### src/rtl/alu_pkg.sv
// Opcode and engine-state definitions shared by the execute-stage ALU and its mult/div engine.
package alu_pkg;

  typedef enum logic [4:0] {
    OP_AND   = 5'b00000,
    OP_OR    = 5'b00001,
    OP_ADD   = 5'b00010,
    OP_SLTU  = 5'b00011,
    OP_SLL   = 5'b00100,
    OP_SRL   = 5'b00101,
    OP_SRA   = 5'b00110,
    OP_XOR   = 5'b00111,
    OP_NOR   = 5'b01000,
    OP_SUB   = 5'b01010,
    OP_SLT   = 5'b01011,
    OP_SLLV  = 5'b01100,
    OP_SRLV  = 5'b01101,
    OP_SRAV  = 5'b01110,
    OP_MULT  = 5'b10000,
    OP_MULTU = 5'b10001,
    OP_DIV   = 5'b10010,
    OP_DIVU  = 5'b10011,
    OP_MFHI  = 5'b10100,
    OP_MFLO  = 5'b10101,
    OP_MTHI  = 5'b10110,
    OP_MTLO  = 5'b10111
  } op_t;

  typedef enum logic {MD_IDLE, MD_RUN} md_state_t;

  function automatic logic is_md_op(op_t op);
    return op inside {OP_MULT, OP_MULTU, OP_DIV, OP_DIVU};
  endfunction

endpackage

### src/rtl/alu_mdu_seq.sv
// Iterative radix-2 multiply / restoring divide engine that owns HI/LO.
// Operands are taken as magnitudes; the sign fix-up happens on the last iteration edge.
module alu_mdu_seq
  import alu_pkg::*;
#(
  parameter int WIDTH = 32,
  parameter int SHW   = $clog2(WIDTH)
) (
  input  logic             clk,
  input  logic             reset_n,
  input  logic             start,
  input  logic             flush,
  input  logic [4:0]       op,
  input  logic [WIDTH-1:0] a,
  input  logic [WIDTH-1:0] b,
  input  logic             mt_hi,
  input  logic             mt_lo,
  output logic             busy,
  output logic             md_done,
  output logic [WIDTH-1:0] hi,
  output logic [WIDTH-1:0] lo
);

  md_state_t state, state_nxt;

  logic [SHW-1:0]     cnt;
  logic [WIDTH-1:0]   wh, wl, m, a_orig;
  logic               is_div, neg_q, neg_r, b_zero;
  logic               last, fin, go, sgn;
  logic [WIDTH-1:0]   mag_a, mag_b;
  logic [WIDTH:0]     sum, t, r;
  logic               ge;
  logic [WIDTH-1:0]   step_h, step_l, fin_hi, fin_lo;
  logic [2*WIDTH-1:0] prod;

  assign sgn   = ~op[0];
  assign mag_a = (sgn && a[WIDTH-1]) ? -a : a;
  assign mag_b = (sgn && b[WIDTH-1]) ? -b : b;
  assign last  = (state == MD_RUN) && (cnt == SHW'(WIDTH - 1));
  assign go    = start & ~flush;

  always_ff @(posedge clk) begin
    if (!reset_n) state <= MD_IDLE;
    else          state <= state_nxt;
  end

  always_comb begin
    state_nxt = state;
    if (flush) state_nxt = MD_IDLE;
    else begin
      case (state)
        MD_IDLE: if (start) state_nxt = MD_RUN;
        MD_RUN:  if (last)  state_nxt = MD_IDLE;
        default: state_nxt = MD_IDLE;
      endcase
    end
  end

  always_comb begin
    busy = (state == MD_RUN);
    fin  = last & ~flush;
  end

  // One iteration: multiply shifts {wh,wl} right after a conditional add,
  // divide shifts the dividend into the partial remainder and trial-subtracts.
  always_comb begin
    sum = {1'b0, wh} + (wl[0] ? {1'b0, m} : '0);
    t   = {wh, wl[WIDTH-1]};
    ge  = (t >= {1'b0, m});
    r   = ge ? (t - {1'b0, m}) : t;
    if (is_div) begin
      step_h = r[WIDTH-1:0];
      step_l = {wl[WIDTH-2:0], ge};
    end else begin
      step_h = sum[WIDTH:1];
      step_l = {sum[0], wl[WIDTH-1:1]};
    end
  end

  always_comb begin
    prod   = neg_q ? -{step_h, step_l} : {step_h, step_l};
    fin_hi = prod[2*WIDTH-1:WIDTH];
    fin_lo = prod[WIDTH-1:0];
    if (is_div) begin
      if (b_zero) begin
        fin_lo = '1;
        fin_hi = a_orig;
      end else begin
        fin_lo = neg_q ? -step_l : step_l;
        fin_hi = neg_r ? -step_h : step_h;
      end
    end
  end

  always_ff @(posedge clk) begin
    if (!reset_n) begin
      cnt     <= '0;
      wh      <= '0;
      wl      <= '0;
      m       <= '0;
      a_orig  <= '0;
      is_div  <= 1'b0;
      neg_q   <= 1'b0;
      neg_r   <= 1'b0;
      b_zero  <= 1'b0;
      md_done <= 1'b0;
      hi      <= '0;
      lo      <= '0;
    end else begin
      md_done <= fin;
      if (go && state == MD_IDLE) begin
        cnt    <= '0;
        wh     <= '0;
        wl     <= mag_a;
        m      <= mag_b;
        a_orig <= a;
        is_div <= op[1];
        neg_q  <= sgn & (a[WIDTH-1] ^ b[WIDTH-1]);
        neg_r  <= sgn & a[WIDTH-1];
        b_zero <= (b == '0);
      end else if (state == MD_RUN) begin
        wh  <= step_h;
        wl  <= step_l;
        cnt <= cnt + 1'b1;
      end
      if (fin) begin
        hi <= fin_hi;
        lo <= fin_lo;
      end else begin
        if (mt_hi) hi <= a;
        if (mt_lo) lo <= a;
      end
    end
  end

endmodule

### src/rtl/alu_mdu.sv
// Execute-stage ALU: registered single-cycle datapath plus the iterative HI/LO engine.
// in_ready drops while the engine iterates so the hazard unit can stall the pipe.
module alu_mdu
  import alu_pkg::*;
#(
  parameter int WIDTH = 32,
  parameter int SHW   = $clog2(WIDTH)
) (
  input  logic             clk,
  input  logic             reset_n,
  input  logic             in_valid,
  output logic             in_ready,
  input  logic [4:0]       op,
  input  logic [WIDTH-1:0] a,
  input  logic [WIDTH-1:0] b,
  input  logic [SHW-1:0]   shamt,
  input  logic             flush,
  output logic             out_valid,
  output logic [WIDTH-1:0] y,
  output logic             zero,
  output logic             ovf,
  output logic             busy,
  output logic             md_done
);

  op_t              opc;
  logic             accept, md_start, mt_hi, mt_lo, sc_op, ov;
  logic [WIDTH-1:0] hi, lo, res, sum, diff;
  logic [SHW-1:0]   sh;

  assign opc      = op_t'(op);
  assign in_ready = ~busy;
  assign accept   = in_valid & in_ready;
  assign md_start = accept & is_md_op(opc);
  assign mt_hi    = accept & (opc == OP_MTHI);
  assign mt_lo    = accept & (opc == OP_MTLO);
  assign sc_op    = accept & ~is_md_op(opc) & ~mt_hi & ~mt_lo;

  assign sum  = a + b;
  assign diff = a - b;
  assign sh   = (opc inside {OP_SLLV, OP_SRLV, OP_SRAV}) ? a[SHW-1:0] : shamt;

  alu_mdu_seq #(.WIDTH(WIDTH), .SHW(SHW)) u_seq (
    .clk     (clk),
    .reset_n (reset_n),
    .start   (md_start),
    .flush   (flush),
    .op      (op),
    .a       (a),
    .b       (b),
    .mt_hi   (mt_hi),
    .mt_lo   (mt_lo),
    .busy    (busy),
    .md_done (md_done),
    .hi      (hi),
    .lo      (lo)
  );

  // Overflow only when both addends (or a and -b) share a sign the result lost.
  always_comb begin
    res = '0;
    ov  = 1'b0;
    case (opc)
      OP_AND:  res = a & b;
      OP_OR:   res = a | b;
      OP_XOR:  res = a ^ b;
      OP_NOR:  res = ~(a | b);
      OP_ADD: begin
        res = sum;
        ov  = (a[WIDTH-1] == b[WIDTH-1]) && (sum[WIDTH-1] != a[WIDTH-1]);
      end
      OP_SUB: begin
        res = diff;
        ov  = (a[WIDTH-1] != b[WIDTH-1]) && (diff[WIDTH-1] != a[WIDTH-1]);
      end
      OP_SLT:  res = {{(WIDTH-1){1'b0}}, ($signed(a) < $signed(b))};
      OP_SLTU: res = {{(WIDTH-1){1'b0}}, (a < b)};
      OP_SLL, OP_SLLV: res = b << sh;
      OP_SRL, OP_SRLV: res = b >> sh;
      OP_SRA, OP_SRAV: res = $signed(b) >>> sh;
      OP_MFHI: res = hi;
      OP_MFLO: res = lo;
      default: res = '0;
    endcase
  end

  always_ff @(posedge clk) begin
    if (!reset_n) begin
      out_valid <= 1'b0;
      y         <= '0;
      zero      <= 1'b1;
      ovf       <= 1'b0;
    end else begin
      out_valid <= sc_op;
      if (sc_op) begin
        y    <= res;
        zero <= (res == '0);
        ovf  <= ov;
      end
    end
  end

endmodule

### config.mk
export PLATFORM = sky130hd
export DESIGN_NAME = alu_mdu
export DESIGN_NICKNAME = d
export VERILOG_FILES = /design/src/rtl/alu_pkg.sv /design/src/rtl/alu_mdu_seq.sv /design/src/rtl/alu_mdu.sv
export SDC_FILE = /design/constraint.sdc
export NUM_CORES = 2
export LEC_CHECK = 0
export BUFFER_PORTS_ARGS = -buffer_cell sky130_fd_sc_hd__buf_2
export CELL_PAD_IN_SITES_DETAIL_PLACEMENT = 1
export CELL_PAD_IN_SITES_GLOBAL_PLACEMENT = 2
export CORE_UTILIZATION = 40
export CTS_CLUSTER_DIAMETER = 60
export DETAILED_ROUTE_END_ITERATION = 12
export PLACE_DENSITY_LB_ADDON = 0.25
export SETUP_SLACK_MARGIN = 0.15
export SLEW_MARGIN = 40
export SYNTH_ARGS = -nofsm -noshare
export SYNTH_HDL_FRONTEND = slang
export SYNTH_HIERARCHICAL = 1
export SYNTH_SLANG_ARGS = --single-unit
### constraint.sdc
create_clock -name clk -period 9.4 [get_ports clk]
set_input_delay 1.41 -clock clk [delete_from_list [all_inputs] [get_ports clk]]
set_output_delay 1.41 -clock clk [all_outputs]
set_load 0.05 [all_outputs]
Word level (Yosys, flattened, before mapping). Index checks and enable logic that the tools add are counted.

Bits in registers: 238. Word-level logic and storage cells: 126.

Add/sub/neg operators: 10. Order comparisons: 3. Eq/ne operators: 26. Shift operators: 3. Mux-type cells: 25. Bitwise operators: 23. Reduce and logical (&&, ||, !) cells: 19.

Operator list (count): 2-to-1 mux 32 bit (18); case mux 32 bit (13 select lines) (1); negator 32 bit (4); logical NOT 32 bit (2); less-than comparator 32 bit (2); 2-to-1 mux 64 bit (1); negator 64 bit (1); subtractor 32 bit (2); equality test 5 bit, second input constant (9); adder 32 x 32 -> 33 bit (1); greater-or-equal comparator 33 x 32 -> 1 bit (1); adder 32 bit (1); bitwise AND 32 bit (1); NOT 32 bit (1); bitwise OR 32 bit (1); left shift 32 x 5 -> 32 bit (1); right shift 32 x 5 -> 32 bit (1); >>> shifter 32 x 5 -> 32 bit (1); XOR 32 bit (1); equality test 5 x 4 -> 1 bit, second input constant (6); equality test 5 x 3 -> 1 bit, second input constant (4); bitwise AND 1 bit (11); equality test 5 x 2 -> 1 bit, second input constant (2); OR reduction 2 bit (5); other kinds (14) (31).

Depth between registers and ports, before layout.
Word-level depth: 8. Depth in mapped cells: 23. Gate-level depth less buffers: 20.

By module. The synthesis kept the hierarchy.

By module, submodules not included: alu_mdu_seq (times used 1, cells each 2329, area each 17439.2 µm², seq. area each 4063.9 µm²); alu_mdu (times used 1, cells each 1760, area each 11542.3 µm², seq. area each 700.7 µm²).

Worst setup path after synthesis. OpenSTA, ideal clock, no wires.

Kind: reg2reg. Start point: register u_seq.is_div. End point: register u_seq.hi[24]. Library setup time: 59 ps. Arrival: 5707 ps. Required time: 9341 ps. Slack: 3634 ps. Stages on the path, launching flop included: 24. Period minus slack after synthesis: 5766 ps. Cells stage by stage: dfxtp_1 -> buf_2 -> buf_2 -> buf_2 -> buf_2 -> buf_2 -> buf_2 -> buf_2 -> buf_2 -> buf_1 -> buf_1 -> buf_1 -> clkbuf_1 -> nor2_1 -> a21oi_1 -> ha_1 -> o211ai_4 -> or4b_1 -> buf_2 -> or3_1 -> buf_2 -> or4_1 -> a21oi_1 -> o31a_1.

Word-level cells in the longest chain between the ends: 6. Elaborated cells between the ends (all ways): 9.

RTL lines: start, declared (line alu_mdu_seq.sv:28) `logic is_div, neg_q, neg_r, b_zero;`; start signal, assigned (line alu_mdu_seq.sv:117) `is_div <= op[1];`; 2-to-1 mux 32 bit (line alu_mdu_seq.sv:71) `if (is_div) begin`; negator 32 bit (line alu_mdu_seq.sv:90) `fin_hi = neg_r ? -step_h : step_h;`; 2-to-1 mux 32 bit (line alu_mdu_seq.sv:90); 2-to-1 mux 32 bit (line alu_mdu_seq.sv:85) `if (b_zero) begin`; 2-to-1 mux 32 bit * (line alu_mdu_seq.sv:84) `if (is_div) begin`; 2-to-1 mux 32 bit * (line alu_mdu_seq.sv:126) `if (fin) begin`; end signal, assigned (line alu_mdu_seq.sv:127) `hi <= fin_hi;`; end, declared (line alu_mdu_seq.sv:20) `output logic [WIDTH-1:0] hi,`.

Every way passes the cells marked *; elsewhere a longest branch is shown, timed or not. A chain may end at the register's enable or synchronous reset.

Worst setup path in the final report.
Start point: input op[0]. End point: register zero.

Word-level cells in the longest chain between the ends: 6. Elaborated cells between the ends (all ways): 41.

RTL lines: start, declared (line alu_mdu.sv:13) `input logic [4:0] op,`; equality test 5 x 4 -> 1 bit / equality test 5 bit (equally long branches) (line alu_mdu.sv:41, alu_mdu.sv:63, alu_pkg.sv:32); nonzero test 3 bit / nonzero test 4 bit (equally long branches) (line alu_mdu.sv:41, alu_pkg.sv:32); 2-to-1 mux 5 bit / NOT 1 bit (equally long branches) (line alu_mdu.sv:41, alu_mdu.sv:37); >>> shifter 32 x 5 -> 32 bit (tied with other cells) (line alu_mdu.sv:80) `OP_SRA, OP_SRAV: res = $signed(b) >>> sh;`; case mux 32 bit (13 select lines) / bitwise AND 1 bit (equally long branches) (line alu_mdu.sv:63, alu_mdu.sv:37); logical NOT 32 bit / bitwise AND 1 bit (equally long branches) (line alu_mdu.sv:97, alu_mdu.sv:37); end signal, assigned (line alu_mdu.sv:97) `zero <= (res == '0);`; end, declared (line alu_mdu.sv:20) `output logic zero,`.

Parallel ways exist; a longest one is shown, timed or not.

==> results.ini <==
[cells_and_area]
drive_above_1_share = 0.106
multi_input_area_mm2 = 0.0225
stdcell_count = 5019
area_growth_syn_to_layout_pct = 9.55
final_net_count = 4291
seq_area_mm2 = 0.00477
n_fill_cell = 9132
stdcell_area_mm2 = 0.0317

[pwr]
combPwrFrac = 0.394
ir_worst_vdd_uv = 125
p_int_mw = 2.28
pwr-share-clk = 0.345
p_switching_mw = 1.76
power_density_mw_per_mm2 = 127
p_sw_frac = 0.435
leakage_nw = 12.1
power_frac_seq = 0.261

[die]
die_h_um = 271
initial_core_util = 0.405
io_pins = 116
dieArea_mm2 = 0.0735
die_w_um = 271
core_mm2 = 0.0716
placementRows = 98

[place]
port_buffers = 115
gp_congestion = 1.08
hpwl_um = 132000
dpl_cell_area_mm2 = 0.0304
place_inst = 4949

[yosys]
synth_top_cell_area_share = 0.164
synth.distinct_cells = 114
synth_area_leader_cell = dfxtp_1
postSynthAreaPerCell_um2 = 7.09
ys_dominant_reg_cell = dfxtp_1
synthTopCellsByArea = dfxtp_1, ha_1, mux2i_1, a21oi_1, nand2_1
synthCells = 4089
ys_async_sr_fraction = 0
ys_ff_latch = 238
ys_warn_count = 6
syn-num-nets = 4341
synth-edff-count = 0
ys_seq_area_frac = 0.164
synth_area_mm2 = 0.0290

[routing]
drt_drc_violations_left = 0
first_pass_iters = 6
wire_per_inst_um = 33.8
ant_nets = 0
drt_iter0_drc = 4688
vias = 35200
wl_um = 170000
viasPerCell = 7.01

[worst_setup_path]
cp_slowest_stage_delay_ns = 0.68
startpoint = op[0]
crit_required_ns = 9.84
start_kind = input pin
worst_path_most_repeated_cell = or4b_1
reg2reg_from = u_seq/wh[5]
endpoint_kind = register
cp_cell_sequence = buf_2 -> nand2_2 -> nand2_4 -> a21o_1 -> nor2_1 -> o21ai_0 -> a21oi_1 -> a2111oi_0 -> o211ai_1 -> or4b_1 -> or4b_1 -> or4_1 -> o311ai_1
crit_fanout = 33
cp_data_arrival_time_ns = 7.69
cp_slowest_cell = o21ai_0
worstSetupPathType = in -> reg

[worst_hold_path]
hp-class = reg -> reg
hold_start = u_seq/a_orig[22]

[clocking]
clock_latency_ns = 0.58
cts_tree = yes
clk_pin_slew_ns = 0.06
hold_buffers = 0
clock_tree.buffer_depth = 3
clock_sinks = 238
cts-root-buf = clkbuf_16
cts_buffers = 36
postCtsSetupBuffers = 0
htreeDepth = 2
cts_resized = 0

[grt]
grt_antenna_before_repair = 6
grt_max_degree = 92
grt_pass1_vias = 32900
grt_pass1_wl_um = 240000
grt_usage = 0.441
overflow = 0

[timing]
fin_crit_sh = 0.771
slew_headroom = 0.344
tns_ns = 0
finClkSkew_ns = 0.0580
final_hold_viol_count = 0
max_freq_mhz = 138
fin_crit_ns = 7.24
slew_violations = 0
setup_viol = 0
tightest_slew_ns = 0.956
grt_setup_unrepaired = no

[run_status]
status = finished, final reports clean

[job]
maxCapViolations = 0

==> per-stage QoR <==
stage	utilization	setup WS (ns)	hold WS, ns	power [mW]
2_1_floorplan	-	3.63	0.433	1.96
3_3_place_gp	0.423	1.95	0.441	2.57
3_5_place_dp	0.425	1.96	0.447	2.58
4_1_cts	0.442	2.54	0.454	3.97
5_1_grt	0.443	2.10	0.466	4.12
6_report	0.443	2.16	0.455	4.04
==> power by group through the flow <==
stage	registers (mW)	clock network [mW]	logic (mW)
floorplan	1.11	0	0.850
global placement	1.08	0	1.49
detailed placement	1.08	0	1.50
CTS	1.06	1.40	1.51
global route	1.06	1.44	1.63
finish	1.06	1.40	1.59
==> layout by cell type (no fill, tap or decap), types with 43 or more instances in the layout <==
master,n
xnor2_1,128
a211oi_1,145
nor2_1,381
a31oi_1,57
buf_2,117
mux2i_1,155
o21ai_0,259
nand3_1,123
buf_4,90
nor3_1,105
and2_1,64
a221oi_1,63
o211ai_1,43
a21oi_1,306
ha_1,170
inv_1,175
a22oi_1,66
nand4_1,45
xor2_1,48
o22ai_1,45
dfxtp_1,234
nand2_1,396
==> synthesized netlist by cell type (57+ instances only) <==
| cell type | count |
|---|---|
| nand2_1 | 397 |
| dfxtp_1 | 238 |
| a22oi_1 | 66 |
| a211oi_1 | 148 |
| clkbuf_1 | 212 |
| a31oi_1 | 57 |
| o21ai_0 | 262 |
| mux2i_1 | 156 |
| a221oi_1 | 63 |
| xnor2_1 | 128 |
| inv_1 | 175 |
| nand3_1 | 123 |
| ha_1 | 170 |
| nor2_1 | 388 |
| and2_1 | 65 |
| nor3_1 | 111 |
| a21oi_1 | 308 |
==> path summary, 6_finish.rpt <==
path,endpoint,slack (ns),cells past startpoint
max,zero,2.16,13
min,u_seq/a_orig[22],0.46,2
max reg2reg,u_seq/hi[4],2.79,19
min reg2reg,u_seq/a_orig[22],0.46,2
==> cell families (layout without fill, tap and decap cells) <==
group,count (synthesis),in the layout,share of synthesized area
buffers and inverters,478,455,0.0656
adders and majority gates,174,174,0.0762
other,0,3,0
muxes,197,197,0.0706
and+or+nand+nor,1394,1394,0.229
DFF,238,238,0.164
xor gates and xnor gates,176,176,0.0532
AOI/OAI and AO/OA,1432,1432,0.341
==> cell type report <==
class	instances	area share
Multi-Input combinational cell	3373	0.710
Sequential cell	238	0.150
Timing Repair Buffer	212	0.0423
Tap cell	950	0.0374
Clock buffer	50	0.0345
Inverter	178	0.0211
Clock inverter	15	0.00402
Antenna cell	3	0.000236
==> worst max-delay path, delay by kind of cell <==
family / cells / cell delay [ns]
buffers and inverters: 1 / 0.55
AOI/OAI and AO/OA: 6 / 2.71
and+or+nand+nor: 6 / 2.98
==> per-layer routing <==
metal  track usage  wire length, um  vias up  share of wire
met5             0               23        -        0.00014
met4         0.221            10000        4          0.059
met3         0.116            19400      402           0.11
met2         0.623            67200     2144           0.40
met1         0.611            72800    17400           0.43
li1              -                -    15200              -
==> state kept, by name, summed over array words and instances, names as in the netlist, 5 cells and up <==
signal / flops
u_seq/wh: 32
u_seq/wl: 32
y: 32
u_seq/hi: 32
u_seq/lo: 32
u_seq/cnt: 5
u_seq/a_orig: 32
u_seq/m: 32
Power figures use the tool's default switching activity.
